[src/rtl/bitwise_pipe.sv]
`default_nettype none
// ============================================================================
// Module   : bitwise_pipe
// Purpose  : Pipelined bitwise unit. Each accepted transaction applies one
//            of eight bitwise operations to A and B, where B is either the
//            `b` port or a running accumulator. Results go into a two-entry
//            output queue that sits behind a valid/ready handshake.
// Revision : 1.0 - initial release
//
// Parameters:
//   WIDTH      operand and result width in bits (>= 1)
//
// Ports:
//   clk        single clock; all state updates on the rising edge
//   rst_n      asynchronous, active-low reset
//   in_valid   an operand transaction is offered
//   in_ready   the block can accept a transaction (count < 2)
//   op         operation select, sampled on accept
//   acc_sel    1: the accumulator replaces `b` as operand B
//   a, b       operands
//   out_valid  the queue head holds a result
//   out_ready  the consumer takes the head this cycle
//   y          queue-head result (zero when the queue is empty)
//   zr, ng     head-is-zero / head-MSB flags
//              (present only when BITWISE_PIPE_FLAGS_EN is defined)
//
// Build option:
//   BITWISE_PIPE_FLAGS_EN  define it to add the zr/ng flag outputs
// ============================================================================
module bitwise_pipe #(
  parameter int WIDTH = 16
) (
  input  logic             clk,
  input  logic             rst_n,
  input  logic             in_valid,
  output logic             in_ready,
  input  logic [2:0]       op,
  input  logic             acc_sel,
  input  logic [WIDTH-1:0] a,
  input  logic [WIDTH-1:0] b,
  output logic             out_valid,
  input  logic             out_ready,
  output logic [WIDTH-1:0] y
`ifdef BITWISE_PIPE_FLAGS_EN
  ,
  output logic             zr,
  output logic             ng
`endif
);

  localparam logic [2:0] c_OP_NAND = 3'b000;
  localparam logic [2:0] c_OP_AND  = 3'b001;
  localparam logic [2:0] c_OP_OR   = 3'b010;
  localparam logic [2:0] c_OP_NOR  = 3'b011;
  localparam logic [2:0] c_OP_XOR  = 3'b100;
  localparam logic [2:0] c_OP_XNOR = 3'b101;
  localparam logic [2:0] c_OP_NOTA = 3'b110;
  localparam logic [2:0] c_OP_PASS = 3'b111;

  localparam logic [1:0] c_COUNT_EMPTY = 2'd0;
  localparam logic [1:0] c_COUNT_ONE   = 2'd1;
  localparam logic [1:0] c_COUNT_FULL  = 2'd2;

  // Two-entry queue held as head (r_q0) and tail (r_q1); r_count is the
  // occupancy.
  logic [1:0]       r_count;
  logic [WIDTH-1:0] r_q0;
  logic [WIDTH-1:0] r_q1;
  logic [WIDTH-1:0] r_acc;

  logic             w_accept;
  logic             w_pop;
  logic [WIDTH-1:0] w_opb;
  logic [WIDTH-1:0] w_result;

  // Handshake outputs are decoded from r_count alone. in_ready therefore
  // never depends on out_ready, and a full queue stalls the input side for
  // the cycle in which it drains.
  assign in_ready  = (r_count != c_COUNT_FULL);
  assign out_valid = (r_count != c_COUNT_EMPTY);
  assign y         = out_valid ? r_q0 : '0;

`ifdef BITWISE_PIPE_FLAGS_EN
  // When the queue is empty, y is forced to zero, so zr=1 and ng=0 follow
  // without any extra logic.
  assign zr = (y == '0);
  assign ng = y[WIDTH-1];
`endif

  assign w_accept = in_valid && in_ready;
  assign w_pop    = out_valid && out_ready;
  assign w_opb    = acc_sel ? r_acc : b;

  always_comb begin
    w_result = '0;
    unique case (op)
      c_OP_NAND: w_result = ~(a & w_opb);
      c_OP_AND:  w_result = a & w_opb;
      c_OP_OR:   w_result = a | w_opb;
      c_OP_NOR:  w_result = ~(a | w_opb);
      c_OP_XOR:  w_result = a ^ w_opb;
      c_OP_XNOR: w_result = ~(a ^ w_opb);
      c_OP_NOTA: w_result = ~a;
      c_OP_PASS: w_result = a;
      default:   w_result = '0;
    endcase
  end

  always_ff @(posedge clk or negedge rst_n) begin
    if (!rst_n) begin
      r_count <= c_COUNT_EMPTY;
      r_q0    <= '0;
      r_q1    <= '0;
      r_acc   <= '0;
    end else begin
      if (w_accept) begin
        r_acc <= w_result;
      end

      if (w_accept && w_pop) begin
        // An accept implies count < 2, and a pop implies count > 0, so
        // count is 1 here. The new result replaces the departing head.
        r_q0 <= w_result;
      end else if (w_accept) begin
        if (r_count == c_COUNT_EMPTY) begin
          r_q0 <= w_result;
        end else begin
          r_q1 <= w_result;
        end
        r_count <= r_count + c_COUNT_ONE;
      end else if (w_pop) begin
        r_q0    <= r_q1;
        r_count <= r_count - c_COUNT_ONE;
      end
    end
  end

endmodule
`default_nettype wire
[config.mk]
export PLATFORM = sky130hd
export DESIGN_NAME = bitwise_pipe
export DESIGN_NICKNAME = d
export VERILOG_FILES = /design/src/rtl/bitwise_pipe.sv
export SDC_FILE = /design/constraint.sdc
export NUM_CORES = 1
export LEC_CHECK = 0
export BUFFER_PORTS_ARGS = -buffer_cell sky130_fd_sc_hd__buf_2
export CORE_MARGIN = 1.5
export CORE_UTILIZATION = 28
export CTS_CLUSTER_DIAMETER = 120
export DETAILED_ROUTE_END_ITERATION = 6
export HOLD_SLACK_MARGIN = 0.03
export PLACE_DENSITY = 0.57
export SLEW_MARGIN = 20
export SYNTH_ARGS = -nofsm -noshare
export SYNTH_HDL_FRONTEND = slang
export SYNTH_SLANG_ARGS = --single-unit
[constraint.sdc]
create_clock -name clk -period 2.4 [get_ports clk]
set_input_delay 0.48 -clock clk [delete_from_list [all_inputs] [get_ports clk]]
set_output_delay 0.48 -clock clk [all_outputs]
set_load 0.1 [all_outputs]
# Yosys cells after proc, flatten, opt, wreduce, memory -nomap -nowiden

Cells that the tools add are included.

Bits in registers: 50
Bits of input ports: 40

$add $sub $neg: 2
Equality and inequality tests: 9
Muxes and demuxes: 9
Bitwise gates (word level): 9
Reduce and logical (&&, ||, !) cells: 11

Operator list:

| operator                                                                 | number |
|---|---|
| 16-bit case mux with 8 select lines                                      | 1 |
| 16-bit two-way mux                                                       | 6 |
| 16-bit inverter                                                          | 4 |
| 16-bit AND                                                               | 1 |
| 16-bit OR                                                                | 1 |
| 16-bit bitwise XOR                                                       | 1 |
| 3-bit equality test (second input constant)                              | 4 |
| 3-bit by 2-bit equality test with 1-bit output (second input constant)   | 2 |
| 2-bit two-way mux                                                        | 2 |
| 2-bit AND reduction                                                      | 2 |
| 2-bit nonzero test                                                       | 2 |
| 3-bit by 1-bit equality test with 1-bit output (second input constant)   | 1 |
| 1-bit logical AND                                                        | 3 |
| 3-bit logical NOT                                                        | 1 |
| 3-bit by 1-bit inequality test with 1-bit output (second input constant) | 1 |
| 3-bit AND reduction                                                      | 1 |
| 3-bit nonzero test                                                       | 1 |
| 2-bit by 1-bit adder with 2-bit output (second input constant)           | 1 |
| 2-bit logical NOT                                                        | 1 |
| 2-bit inequality test (second input constant)                            | 1 |
| 1-bit inverter                                                           | 2 |
| 2-bit by 1-bit subtractor with 2-bit output (second input constant)      | 1 |

# Depth between registers and ports, before layout

Word-level depth: 7
Mapped depth: 11

# Least setup slack after synthesis

Ideal clock, no wire load.

Path type: register to register
Start point: register r_count[0]
End point: register r_q1[0]
Setup time: 0.134 ns
Arrival time: 3.052 ns
Data required time: 2.266 ns
Slack: -0.786 ns
Stages on the path, launching flop included: 11
Cells stage by stage: dfrtp_1 > nand2b_1 > nand2_1 > inv_1 > buf_2 > ha_1 > clkbuf_1 > nand3b_1 > clkbuf_1 > clkbuf_1 > o21ai_0

Word-level cells in the longest chain between the ends: 5
Elaborated cells on any way between the ends: 9

RTL lines:

| element                         | RTL line | source |
|---|---|---|
| from (decl)                     | 66       | `logic [1:0] r_count;` |
| from (signal assigned)          | 111      | `r_count <= c_COUNT_EMPTY;` |
| from (signal assigned)          | 130      | `r_count <= r_count + c_COUNT_ONE;` |
| from (signal assigned)          | 133      | `r_count <= r_count - c_COUNT_ONE;` |
| 2-bit inequality test *         | 79       | `assign in_ready = (r_count != c_COUNT_FULL);` |
| named net in_ready              | 36       | `output logic in_ready,` |
| 1-bit logical AND *             | 90       | `assign w_accept = in_valid && in_ready;` |
| named net w_accept              | 71       | `logic w_accept;` |
| 1-bit logical AND               | 120      | `if (w_accept && w_pop) begin` |
| 1-bit inverter (no line)        | n/a      |  |
| 3-bit AND reduction (no line) * | n/a      |  |
| to (signal assigned)            | 128      | `r_q1 <= w_result;` |
| to (decl)                       | 68       | `logic [WIDTH-1:0] r_q1;` |

The timed path passes the listed nets; every way through them passes the cells marked *.
A chain may end at the register's enable or synchronous reset.

# Worst setup path after layout

Start point: input port acc_sel
End point: register r_q0[2]

Word-level cells in the longest chain between the ends: 7
Elaborated cells on any way between the ends: 11

RTL lines:

| element                                    | RTL line     | source |
|---|---|---|
| from (decl)                                | 38           | `input logic acc_sel,` |
| 16-bit two-way mux *                       | 92           | `assign w_opb = acc_sel ? r_acc : b;` |
| 16-bit bitwise XOR (tied with other cells) | 101, 102     |  |
| 16-bit inverter (on tied branches)         | 102, 100, 97 |  |
| 16-bit case mux with 8 select lines *      | 96           | `unique case (op)` |
| 16-bit two-way mux                         | 125          | `if (r_count == c_COUNT_EMPTY) begin` |
| 16-bit two-way mux                         | 124          | `end else if (w_accept) begin` |
| 16-bit two-way mux *                       | 120          |  |
| to (signal assigned)                       | 123          | `r_q0 <= w_result;` |
| to (signal assigned)                       | 126          | `r_q0 <= w_result;` |
| to (signal assigned)                       | 132          | `r_q0 <= r_q1;` |
| to (decl)                                  | 67           | `logic [WIDTH-1:0] r_q0;` |

Every way passes the cells marked *; elsewhere a longest branch is shown, timed or not. The select of a mux whose other input is x is not followed.

==> summary.txt <==
Run status
  – Outcome: complete, no violations

Timing
  – RSZ-0062 raised after global routing: no
  – Setup-failing EPs final: 0
  – Fmax: 446.6 MHz
  – Final period utilization: 93.29%
  – Slew HR: 61.28%
  – Final worst setup slack: 0.1610 ns
  – Tmin final: 2.239 ns
  – Max Transition Viols Final: 0
  – Worst Clk Skew: 0.004991 ns
  – Final Hold Vio Count: 0
  – Slew @ Worst Pin: 0.5808 ns

Synthesis
  – Syn_nets: 594
  – Sequential area share after synthesis: 29.30%
  – Synth Register Bits: 50
  – Syn Area/Cell: 8.196 sq um
  – Synth async-reset ratio: 100.0%
  – Synthesized area: 4270 sq um
  – Ys flop type: dfrtp_1
  – Synth Instances: 521
  – Post-synth EDFFs: 0
  – Synthesis Warnings: 0
  – Synth unique cells: 48

Place
  – GP Congestion: 0.8413
  – PortBufs: 57
  – Detailed placement HPWL: 8834 um
  – Pre-CTS WS: -0.1366 ns

Clocking
  – Clock latency on the worst-skew pair: 0.29 ns
  – H-tree lvl count: 2
  – Clk slew on worst S/H paths: 0.07 ns
  – Cts bufs inserted: 5
  – Post-CTS Setup Inserts: 0
  – # hold bufs at CTS: 0
  – Num Clock Sinks: 50
  – Post-CTS sizing: 0
  – Clock Path Buffers: 2
  – CTS tree: done
  – CTS root buffer: clkbuf_16

Drt
  – Drt first pass iters: 5
  – DR iter-0 viols: 217
  – Vias: 3,880
  – Drt drc: 0
  – DR WL/cell: 15.25 um
  – ANT nets after route: 0
  – Drt total wl: 11,690 um
  – Drt via density: 5.059

Worst setup path
  – Startpoint Class: input port
  – Worst Path Max Fanout: 6
  – CP endpoint kind: flip-flop
  – Critical Path RT: 2.61 ns
  – Kind of critical path: input port to flip-flop
  – WP data arrival: 2.45 ns

Power
  – Pwr Total: 6.712 mW
  – LEAKAGE: 2.552 nW
  – Worst IR Drop VDD: 0.6255 mV
  – PwrDens: 1265 nW/um^2

Finish
  – Multi-input logic area: 2679 sq um
  – Layout cells sized above 1: 22.47%
  – Area grow syn2layout: 24.29%
  – Ant. Diodes: 0
  – Fillers: 1,478
  – Final net count: 655
  – Total area of sequential cells: 1251 sq um

Floorplan
  – Die Width: 126.5 um
  – Die Ht: 126.5 um
  – Die Area: 16,000 sq um
  – Initial Utilization: 29.05%
  – Core ar.: 14,700 sq um
  – Cell row count: 44
  – # IOs: 58

GRT
  – Antenna violations before repair: 0
  – Global-route usage over all layers: 15.13%
  – First-pass GRT wire length: 19,660 um
  – Largest net degree at the start of global routing: 31
  – Grt ovf: 0
  – Vias in the first global route: 3,910

Job
  – Max Cap Violations: 0

Min path
  – Worst min path class: input port to async pin
## sequential cells by signal, indices dropped and copies added, names as in the netlist
signal / flops
r_acc: 16
r_count: 2
r_q0: 16
r_q1: 16
## worst max-delay path, stage by stage
cell,delay [ns]
buf_2,0.22
buf_4,0.18
mux2i_1,0.23
inv_1,0.06
ha_1,0.19
or2_1,0.24
a21o_1,0.18
a21oi_1,0.23
and4b_1,0.24
a211oi_2,0.18
## where the power goes
part	leakage [nW]	total (mW)	internal, mW	switching, mW
Clock	0.0739	0.733	0.415	0.318
Combinational	1.87	4.45	1.70	2.75
Sequential	0.603	1.53	1.27	0.267
Total	2.55	6.71	3.38	3.33
## per-stage QoR
step / hold WS (ns) / cell area, sq um / TNS (ns) / instances / utilization [%]
after floorplan: 0.1844 / 4320 / 0 / 521 / -
after global placement: 0.4645 / 5160 / -0.2661 / 759 / 35.10
after detailed placement: 0.4726 / 5160 / -0.9018 / 759 / 35.10
after CTS: 0.1990 / 5308 / 0 / 767 / 36.11
after global routing: 0.2143 / 5308 / 0 / 767 / 36.11
final: 0.1834 / 5308 / 0 / 767 / 36.11
## logic make-up after synthesis
kind of cell | Yosys count | synth area share, %
AO/OA/AOI/OAI | 133 | 20.28
buffers and inverters | 84 | 8.555
flip-flops | 50 | 29.30
adder cells (fa/ha/maj) | 33 | 9.669
multiplexers | 29 | 8.292
XOR/XNOR | 18 | 3.692
AND/OR/NAND/NOR | 174 | 20.22
## Yosys cell counts, types with 2 or more instances
master,n,share of area [%]
a21boi_0,3,0.53
a21o_1,14,2.5
a21oi_1,23,2.7
a221o_1,3,0.70
a311o_1,3,0.70
a31o_2,5,1.0
a31oi_1,2,0.29
a32o_1,5,1.2
a32oi_1,5,1.0
and2_1,20,2.9
buf_2,13,1.5
buf_4,7,1.2
clkbuf_1,14,1.2
dfrtp_1,50,29
ha_1,33,9.7
inv_1,47,4.1
mux2_2,8,2.1
mux2i_1,17,4.0
mux4_2,3,1.6
nand2_1,72,6.3
nand2b_1,14,2.1
nand3_1,12,1.4
nand3b_1,3,0.53
nor2_1,23,2.0
nor2b_1,13,1.9
nor3_1,6,0.70
nor4b_2,2,0.70
nor4bb_1,2,0.47
o211ai_1,5,0.88
o21a_1,2,0.35
o21ai_0,49,5.7
o221a_2,3,0.79
o22ai_1,7,1.0
or2_1,3,0.44
xnor2_1,8,1.6
xor2_1,10,2.1
## per-layer routing
metal,wire length [um],GRT usage [%]
met2,5333,24.56
met5,0,0
met1,5628,20.87
met4,102,3.989
met3,629,2.531
## final cells by class
type	instances	area share (%)
timing repair buffer	89	15.37
clock buffer	7	2.687
tap	184	4.338
multi-input combinational	387	50.47
sequential	50	23.57
clock inverter	1	0.09430
inverter	49	3.465
## worst paths after layout
path / start / to / cells after the start / slack [ns]
worst min register to register: r_q0[3] / r_q0[3] / 2 / 0.48
max in group asynchronous: rst_n / r_q0[5] / 2 / 1.65
min in group clk: r_q0[3] / r_q0[3] / 2 / 0.48
worst max register to register: r_acc[13] / r_acc[13] / 8 / 0.29
worst min-delay path: rst_n / r_q0[11] / 1 / 0.18
worst max-delay path: acc_sel / r_q0[2] / 10 / 0.16
## layout by cell type (no fill, tap or decap), drive strengths merged, types with 12 or more instances in the layout
master  instances
nand2b         14
mux2i          17
dfrtp          50
a21oi          23
ha             33
nor2           23
a21o           14
o21ai          49
inv            48
and2           20
nand3          12
nand2          72
buf            89
nor2b          13
Power figures use the tool's default switching activity.
